## config.mk

```make
export PLATFORM = sky130hd
export DESIGN_NAME = distribuidor_canais
export DESIGN_NICKNAME = d
export VERILOG_FILES = /design/src/rtl/distribuidor_pkg.sv /design/src/rtl/canal_buffer.sv /design/src/rtl/distribuidor_canais.sv
export SDC_FILE = /design/constraint.sdc
export NUM_CORES = 1
export LEC_CHECK = 0
export ABC_CLOCK_PERIOD_IN_PS = 1600
export CAP_MARGIN = 15
export CORE_AREA = 2 2 49 51
export CTS_CLUSTER_DIAMETER = 50
export DETAILED_ROUTE_END_ITERATION = 10
export DIE_AREA = 0 0 51 53
export HOLD_SLACK_MARGIN = 0.12
export MAX_ROUTING_LAYER = met4
export PLACE_DENSITY_LB_ADDON = 0.3
export SLEW_MARGIN = 20
export SYNTH_ARGS = -nofsm -noshare
export SYNTH_HDL_FRONTEND = slang
export SYNTH_HIERARCHICAL = 1
export SYNTH_SLANG_ARGS = --single-unit
```

## constraint.sdc

```tcl
create_clock -name clock -period 1.6 [get_ports clock]
set_input_delay 0.48 -clock clock [delete_from_list [all_inputs] [get_ports clock]]
set_output_delay 0.48 -clock clock [all_outputs]
set_load 0.02 [all_outputs]
```

## src/rtl/distribuidor_pkg.sv

```systemverilog
// Shared definitions for the 1:4 channel distributor and its per-channel buffers.
// Latency: none (declarations only).
// Backpressure: none (declarations only).
//
// Contents: channel count, channel enumeration, counter width, SEL one-hot decoder.
package distribuidor_pkg;

  localparam int NCANAIS = 4;
  localparam int CONT_W  = 8;

  typedef enum logic [1:0] {
    CANAL_A = 2'b00,
    CANAL_B = 2'b01,
    CANAL_C = 2'b10,
    CANAL_D = 2'b11
  } canal_t;

  // One-hot decode of a channel number.
  function automatic logic [NCANAIS-1:0] decodifica(input canal_t sel);
    logic [NCANAIS-1:0] v;
    v      = '0;
    v[sel] = 1'b1;
    return v;
  endfunction

endpackage

```

## src/rtl/canal_buffer.sv

```systemverilog
// One-entry registered output buffer with a valid/ready handshake.
// Latency: one cycle from i_load to o_valid/o_dat.
// Backpressure: holds o_dat stable while o_valid=1 and i_ready=0; load and drain may coincide.
//
// Ports:
//   clock, reset  - system clock, synchronous active-high reset
//   i_load, i_dat - write strobe and data from the distributor (caller guarantees room)
//   i_ready       - downstream accepts the current word
//   o_valid,o_dat - buffer state
module canal_buffer #(
  parameter int N = 4
) (
  input  logic         clock,
  input  logic         reset,
  input  logic         i_load,
  input  logic [N-1:0] i_dat,
  input  logic         i_ready,
  output logic         o_valid,
  output logic [N-1:0] o_dat
);

  logic         r_valid;
  logic [N-1:0] r_dat;

  always_ff @(posedge clock) begin
    if (reset) begin
      r_valid <= 1'b0;
      r_dat   <= '0;
    end else if (i_load) begin
      // Load wins over a simultaneous drain: the old word leaves and the new one
      // takes its place on the same edge, so valid stays high with no bubble.
      r_valid <= 1'b1;
      r_dat   <= i_dat;
    end else if (r_valid && i_ready) begin
      // Drain only: data is kept, only the valid flag drops.
      r_valid <= 1'b0;
    end
  end

  assign o_valid = r_valid;
  assign o_dat   = r_dat;

endmodule

```

## src/rtl/distribuidor_canais.sv

```systemverilog
// 1:4 distributor: routes one input word per cycle to output channel A..D selected by SEL.
// Latency: one cycle from the input handshake to valid on the chosen channel.
// Backpressure: in_ready drops only when the addressed channel is full and stalled; other channels keep draining.
//
// Ports:
//   clock, reset                  - system clock, synchronous active-high reset
//   Entrada, SEL, in_valid        - input word, destination (00=A..11=D), valid
//   in_ready                      - combinational: ~valid_sel | ready_sel
//   Saida_x, valid_x, ready_x     - per-channel output data/valid, downstream ready
//   cont_x (DISTRIBUIDOR_CONTADOR_EN only) - 8-bit wrapping count of output transfers per channel
module distribuidor_canais
  import distribuidor_pkg::*;
#(
  parameter int N = 4
) (
  input  logic              clock,
  input  logic              reset,
  input  logic [N-1:0]      Entrada,
  input  logic [1:0]        SEL,
  input  logic              in_valid,
`ifdef DISTRIBUIDOR_CONTADOR_EN
  output logic [CONT_W-1:0] cont_A,
  output logic [CONT_W-1:0] cont_B,
  output logic [CONT_W-1:0] cont_C,
  output logic [CONT_W-1:0] cont_D,
`endif
  output logic              in_ready,
  output logic [N-1:0]      Saida_A,
  output logic [N-1:0]      Saida_B,
  output logic [N-1:0]      Saida_C,
  output logic [N-1:0]      Saida_D,
  output logic              valid_A,
  output logic              valid_B,
  output logic              valid_C,
  output logic              valid_D,
  input  logic              ready_A,
  input  logic              ready_B,
  input  logic              ready_C,
  input  logic              ready_D
);

  canal_t               w_sel;
  logic [NCANAIS-1:0]   w_sel_oh;
  logic [NCANAIS-1:0]   w_valid;
  logic [NCANAIS-1:0]   w_ready;
  logic [NCANAIS-1:0]   w_load;
  logic [N-1:0]         w_dat [NCANAIS];
  logic                 w_in_xfer;

  assign w_sel    = canal_t'(SEL);
  assign w_sel_oh = decodifica(w_sel);
  assign w_ready  = {ready_D, ready_C, ready_B, ready_A};

  // Independent of in_valid so the source may look at it before committing a word.
  assign in_ready  = ~w_valid[w_sel] | w_ready[w_sel];
  assign w_in_xfer = in_valid & in_ready;
  assign w_load    = w_sel_oh & {NCANAIS{w_in_xfer}};

  for (genvar g = 0; g < NCANAIS; g++) begin : g_canal
    canal_buffer #(.N(N)) u_buf (
      .clock   (clock),
      .reset   (reset),
      .i_load  (w_load[g]),
      .i_dat   (Entrada),
      .i_ready (w_ready[g]),
      .o_valid (w_valid[g]),
      .o_dat   (w_dat[g])
    );
  end

  assign Saida_A = w_dat[0];
  assign Saida_B = w_dat[1];
  assign Saida_C = w_dat[2];
  assign Saida_D = w_dat[3];
  assign valid_A = w_valid[0];
  assign valid_B = w_valid[1];
  assign valid_C = w_valid[2];
  assign valid_D = w_valid[3];

`ifdef DISTRIBUIDOR_CONTADOR_EN
  logic [CONT_W-1:0] r_cont [NCANAIS];

  for (genvar g = 0; g < NCANAIS; g++) begin : g_cont
    always_ff @(posedge clock) begin
      if (reset) begin
        r_cont[g] <= '0;
      end else if (w_valid[g] && w_ready[g]) begin
        r_cont[g] <= r_cont[g] + 1'b1;  // wraps 255 -> 0
      end
    end
  end

  assign cont_A = r_cont[0];
  assign cont_B = r_cont[1];
  assign cont_C = r_cont[2];
  assign cont_D = r_cont[3];
`endif

endmodule

```

# After elaboration in Yosys (flattened, before gate mapping)
# Cells that the tools add are included.
word_totals:
  input_bits: 13
  wordCells: 37
  output_inout_bits: 21
  register_bits: 20
classes:
  n_mux: 14
  n_lt_le_gt_ge: 2
  bitwise: 4
  n_reduce_logical: 9
op_table:
  columns: ["op", "n"]
  rows:
  - ["$mux W1", 11]
  - ["$reduce_bool A2 Y1", 4]
  - ["$logic_and A1 B1 Y1", 5]
  - ["$and A4 B4 Y4", 1]
  - ["$bmux W1 S2", 2]
  - ["$lt A2 B3 Y1 const B", 1]
  - ["$demux W1 S2", 1]
  - ["$ge A2 B1 Y1 const B", 1]
  - ["$and A1 B1 Y1", 1]
  - ["$not A1 Y1", 1]
  - ["$or A1 B1 Y1", 1]

# Logic depth before layout (Yosys ltp)
depth:
  word_depth: 7
  mapped_depth: 5
  mapped_depth_nobuf: 4

# By module
# Netlist, hierarchy kept.
by_module_without_submodules:
  columns: ["module", "seq_area_each_um2", "area_each_um2", "cells_per_inst", "n_inst"]
  rows:
  - ["canal_buffer", 100.1, 181.4, 17, 4]
  - ["distribuidor_canais", 0.0, 101.3, 9, 1]

# Worst setup path before layout
# Ideal clock, no wire load.
synth_path:
  path_kind: "input to output"
  start: "in ready_D"
  end: "out in_ready"
  slack_ns: -0.015
  path_buffers: 0
  cell_stages: 2
  required_ns: 1.120
  t_arrival_ns: 1.135
  path_cell_list: "nand2b_4 > mux4_2"
synth_between:
  elab_chain_len: 3
synth_rtl:
  columns: ["element", "line_no", "rtl"]
  rows:
  - ["from (decl)", "distribuidor_canais.sv:39", "input logic ready_D"]
  - ["$bmux W1 S2", "distribuidor_canais.sv:55", "assign in_ready = ~w_valid[w_sel] | w_ready[w_sel];"]
  - ["$mux W1 (implied by the code)", "distribuidor_canais.sv:55", null]
  - ["$or A1 B1 Y1", "distribuidor_canais.sv:55", null]
  - ["to (decl)", "distribuidor_canais.sv:27", "output logic in_ready,"]
# No other way between the ends. The select of a mux whose other input is x is not followed.

# Worst setup path after layout
layout_path:
  start: "in SEL[0]"
  end: "out in_ready"
layout_between:
  elab_chain_len: 4
  word_cells_on_any_way: 6
  classes_between: "mux (4); bitwise (2)"
layout_rtl:
  columns: ["element", "line_no", "rtl"]
  rows:
  - ["from (decl)", "distribuidor_canais.sv:19", "input logic [1:0] SEL,"]
  - ["$bmux W1 S2", "distribuidor_canais.sv:55", null]
  - ["$mux W1 (implied by the code)", "distribuidor_canais.sv:55", null]
  - ["$not A1 Y1", "distribuidor_canais.sv:55", null]
  - ["$or A1 B1 Y1 (*)", "distribuidor_canais.sv:55", null]
# Every way passes the cells marked *; elsewhere a longest branch is shown, timed or not. The select of a mux whose other input is x is not followed.

==> flow_summary_export.csv <==
group,metric,value,unit
min_path,whs_path_depth,3,
route,antenna_left,0,
sta,fmax,553.5,MHz
setup_path,criticalPathCategory,"input port to output pin",
job,drv_cap,0,
floorplan,chipHeight,53,um
synth,yosysUniqueCellTypes,12,
floorplan,fp.dieW,51,um
setup_path,worst-endpoint-arrival,1.33,ns
sta,fin_tns_setup,-0.2068,ns
floorplan,coreArea,2148,sq um
power_and_ir_drop,p_leak,0.5938,nW
final_layout,area_growth,54.92,%
final_layout,nets,136,
route,via_count,676,
synth,ys_warn_count,6,
setup_path,r2r_end,"g_canal[0].u_buf/o_dat[1]",
final_layout,antenna_cells,0,
final_layout,fin_util,59.64,%
setup_path,r2r-start,"g_canal[0].u_buf/o_valid",
route,drc,0,
synth,synth_area,827.0,sq um
floorplan,row_count,17,
clock_tree,clock_latency,0.29,ns
power_and_ir_drop,power,0.9250,mW
clock_tree,clockBufferDepth,2,
setup_path,critPathLaunchType,"input port",
sta,slew_viol_final,0,
setup_path,cp.required,1.12,ns
synth,syn-instance-count,77,
global_routing,grt_usage,14.97,%
final_layout,finalInstanceArea,1281,sq um
clock_tree,cts_root_buf,"clkbuf_4",
route,vias_per_cell,4.537,
synth,syn_nets,90,
final_layout,drive_above_1_share,26.45,%
sta,skew,0.003051,ns
synth,synth.yosys.seq_area_share,48.41,%
min_path,holdPathEnd,"g_canal[3].u_buf/o_valid",
run_status,violations,"negative setup slack",
place,gp_congestion,0.7311,
global_routing,grt_first_pass_wirelength,2.911,mm
sta,fin_ws,-0.2068,ns
floorplan,dieArea,2703,sq um
global_routing,overflow,0,
floorplan,pin_count,34,
synth,ys_ff_latch,20,
setup_path,critPathMaxFanout,2,
final_layout,ff_latch_area,405.4,sq um
clock_tree,cts.sink_count,20,
sta,slew-limit-headroom,84.47,%
clock_tree,post_cts_buffers,0,
place,port_buffers,33,
clock_tree,cts_tree,"yes",
final_layout,multi_input_area,400.4,sq um
clock_tree,path_clk_slew,0.11,ns
route,drt-initial-drc-count,5,
clock_tree,cts_buffers,3,
sta,hold_viol,0,
place,place_area,1250,sq um
sta,min_period_over_period,112.9,%
power_and_ir_drop,worst_ir_drop_vdd,0.0005056,V
power_and_ir_drop,power_density,722.0,nW/um^2
final_layout,fill_cells,194,
sta,finalSetupViolCount,1,
global_routing,grt_pass1_vias,664,
min_path,worst_hold_path_type,"input port to flop",
floorplan,initial_core_util,38.50,%
clock_tree,htreeDepth,1,
sta,post-route-min-period,1.807,ns
setup_path,endpoint_kind,"output pin",
sta,worstMarginPinSlew,0.2338,ns
synth,syn_avg_cell_area,10.74,sq um
route,wirelength,1.803,mm
route,wl_per_cell,12.10,um
setup_path,r2r_setup_slack,0.44,ns
route,dr.pass1.iters,2,
global_routing,grt_max_degree,21,
place,place_ws,-0.9314,ns
min_path,hp-start,"ready_D",
global_routing,antenna_found_initial,0,
place,post-dp-hpwl,1.299,mm
sta,grt_setup_unrepaired,"yes",
setup_path,ff2ff_path_depth,5,
run_status,outcome,"finished with violations",
clock_tree,holdBufCountCts,0,
==> flip-flops by register name, indices dropped and copies added (netlist names) <==
signal,count
g_canal.u_buf/o_dat,16
g_canal.u_buf/o_valid,4
==> cell usage after synthesis, drive strengths merged <==
cell type | instances | area (sq um)
a21oi | 4 | 20.02
inv | 4 | 15.01
buf | 4 | 45.04
and4b | 2 | 20.02
mux4 | 1 | 22.52
nor2 | 16 | 60.06
dfxtp | 20 | 400.4
and4 | 1 | 8.760
nand2b | 8 | 65.07
mux2i | 16 | 160.2
nor4bb | 1 | 10.01
==> worst max-delay path, cell delays in order <==
cell and delay, ns:
clkdlybuf4s15_2 0.20, mux4_2 0.50, buf_6 0.15
==> through the flow <==
stage          hold WS, ns  std cells
3_5_place_dp        0.4848        146
6_report            0.4448        149
4_1_cts             0.4423        149
5_1_grt             0.4509        149
2_1_floorplan       0.5491         77
3_3_place_gp        0.4717        146
==> power by group <==
| group | internal (mW) | leakage, nW | switching (mW) |
|---|---|---|---|
| sequential | 0.516 | 0.164 | 0.0103 |
| combinational | 0.0917 | 0.416 | 0.0773 |
| clock | 0.0874 | 0.0138 | 0.142 |
==> placed cells by master (no fill, tap or decap) <==
cell             instances
dfxtp_1                 16
nand2b_4                 4
nand2b_1                 4
clkdlybuf4s15_1          3
mux4_2                   1
clkdlybuf4s50_1          6
nor2_1                  16
a21oi_1                  4
and4b_1                  2
nor4bb_4                 1
clkbuf_4                 3
and4_1                   1
buf_2                    3
clkdlybuf4s15_2          1
mux2i_1                 15
inv_1                    4
dlygate4sd2_1           18
mux2i_2                  1
buf_4                   10
buf_12                   1
dfxtp_2                  4
buf_6                    3
==> metal layers <==
layer / routed length (um) / part of all wire [%] / GRT usage (%)
met4: 6 / 0.33 / 6.757
met3: 109 / 6.0 / 2.260
met2: 827 / 46 / 23.81
met1: 859 / 48 / 18.88
met5: 0 / 0 / -
==> worst max-delay path by stage <==
| stage | from | end | slack [ns] | depth (start not counted) |
|---|---|---|---|---|
| 2_1_floorplan | ready_D | in_ready | -0.01 | 2 |
| 3_3_place_gp | ready_D | in_ready | -0.92 | 4 |
| 3_5_place_dp | ready_D | in_ready | -0.93 | 4 |
| 4_1_cts | g_canal[2].u_buf/o_valid | in_ready | -0.22 | 3 |
| 5_1_grt | g_canal[2].u_buf/o_valid | in_ready | -0.24 | 3 |
| 6_report | SEL[0] | in_ready | -0.21 | 3 |
==> cells by family after synthesis <==
family	after synthesis	synth area share, %
AO/OA/AOI/OAI	4	2.421
multiplexers	17	22.09
buffers and inverters	8	7.261
flip-flops	20	48.41
AND/OR/NAND/NOR	28	19.82
==> repair_timing <==
item                                    CTS  global route
gates resized for setup                  52             7
endpoints found under the hold margin     0             0
endpoints found under the setup margin   25             6
==> layout make-up <==
cell class	count	share of cell area [%]
inverter	4	1.172
tap	28	2.734
clock buffer	3	1.758
multi-input combinational	49	31.25
timing repair buffer	45	31.45
sequential	20	31.64
No activity file was read; power rests on OpenSTA's default activity.
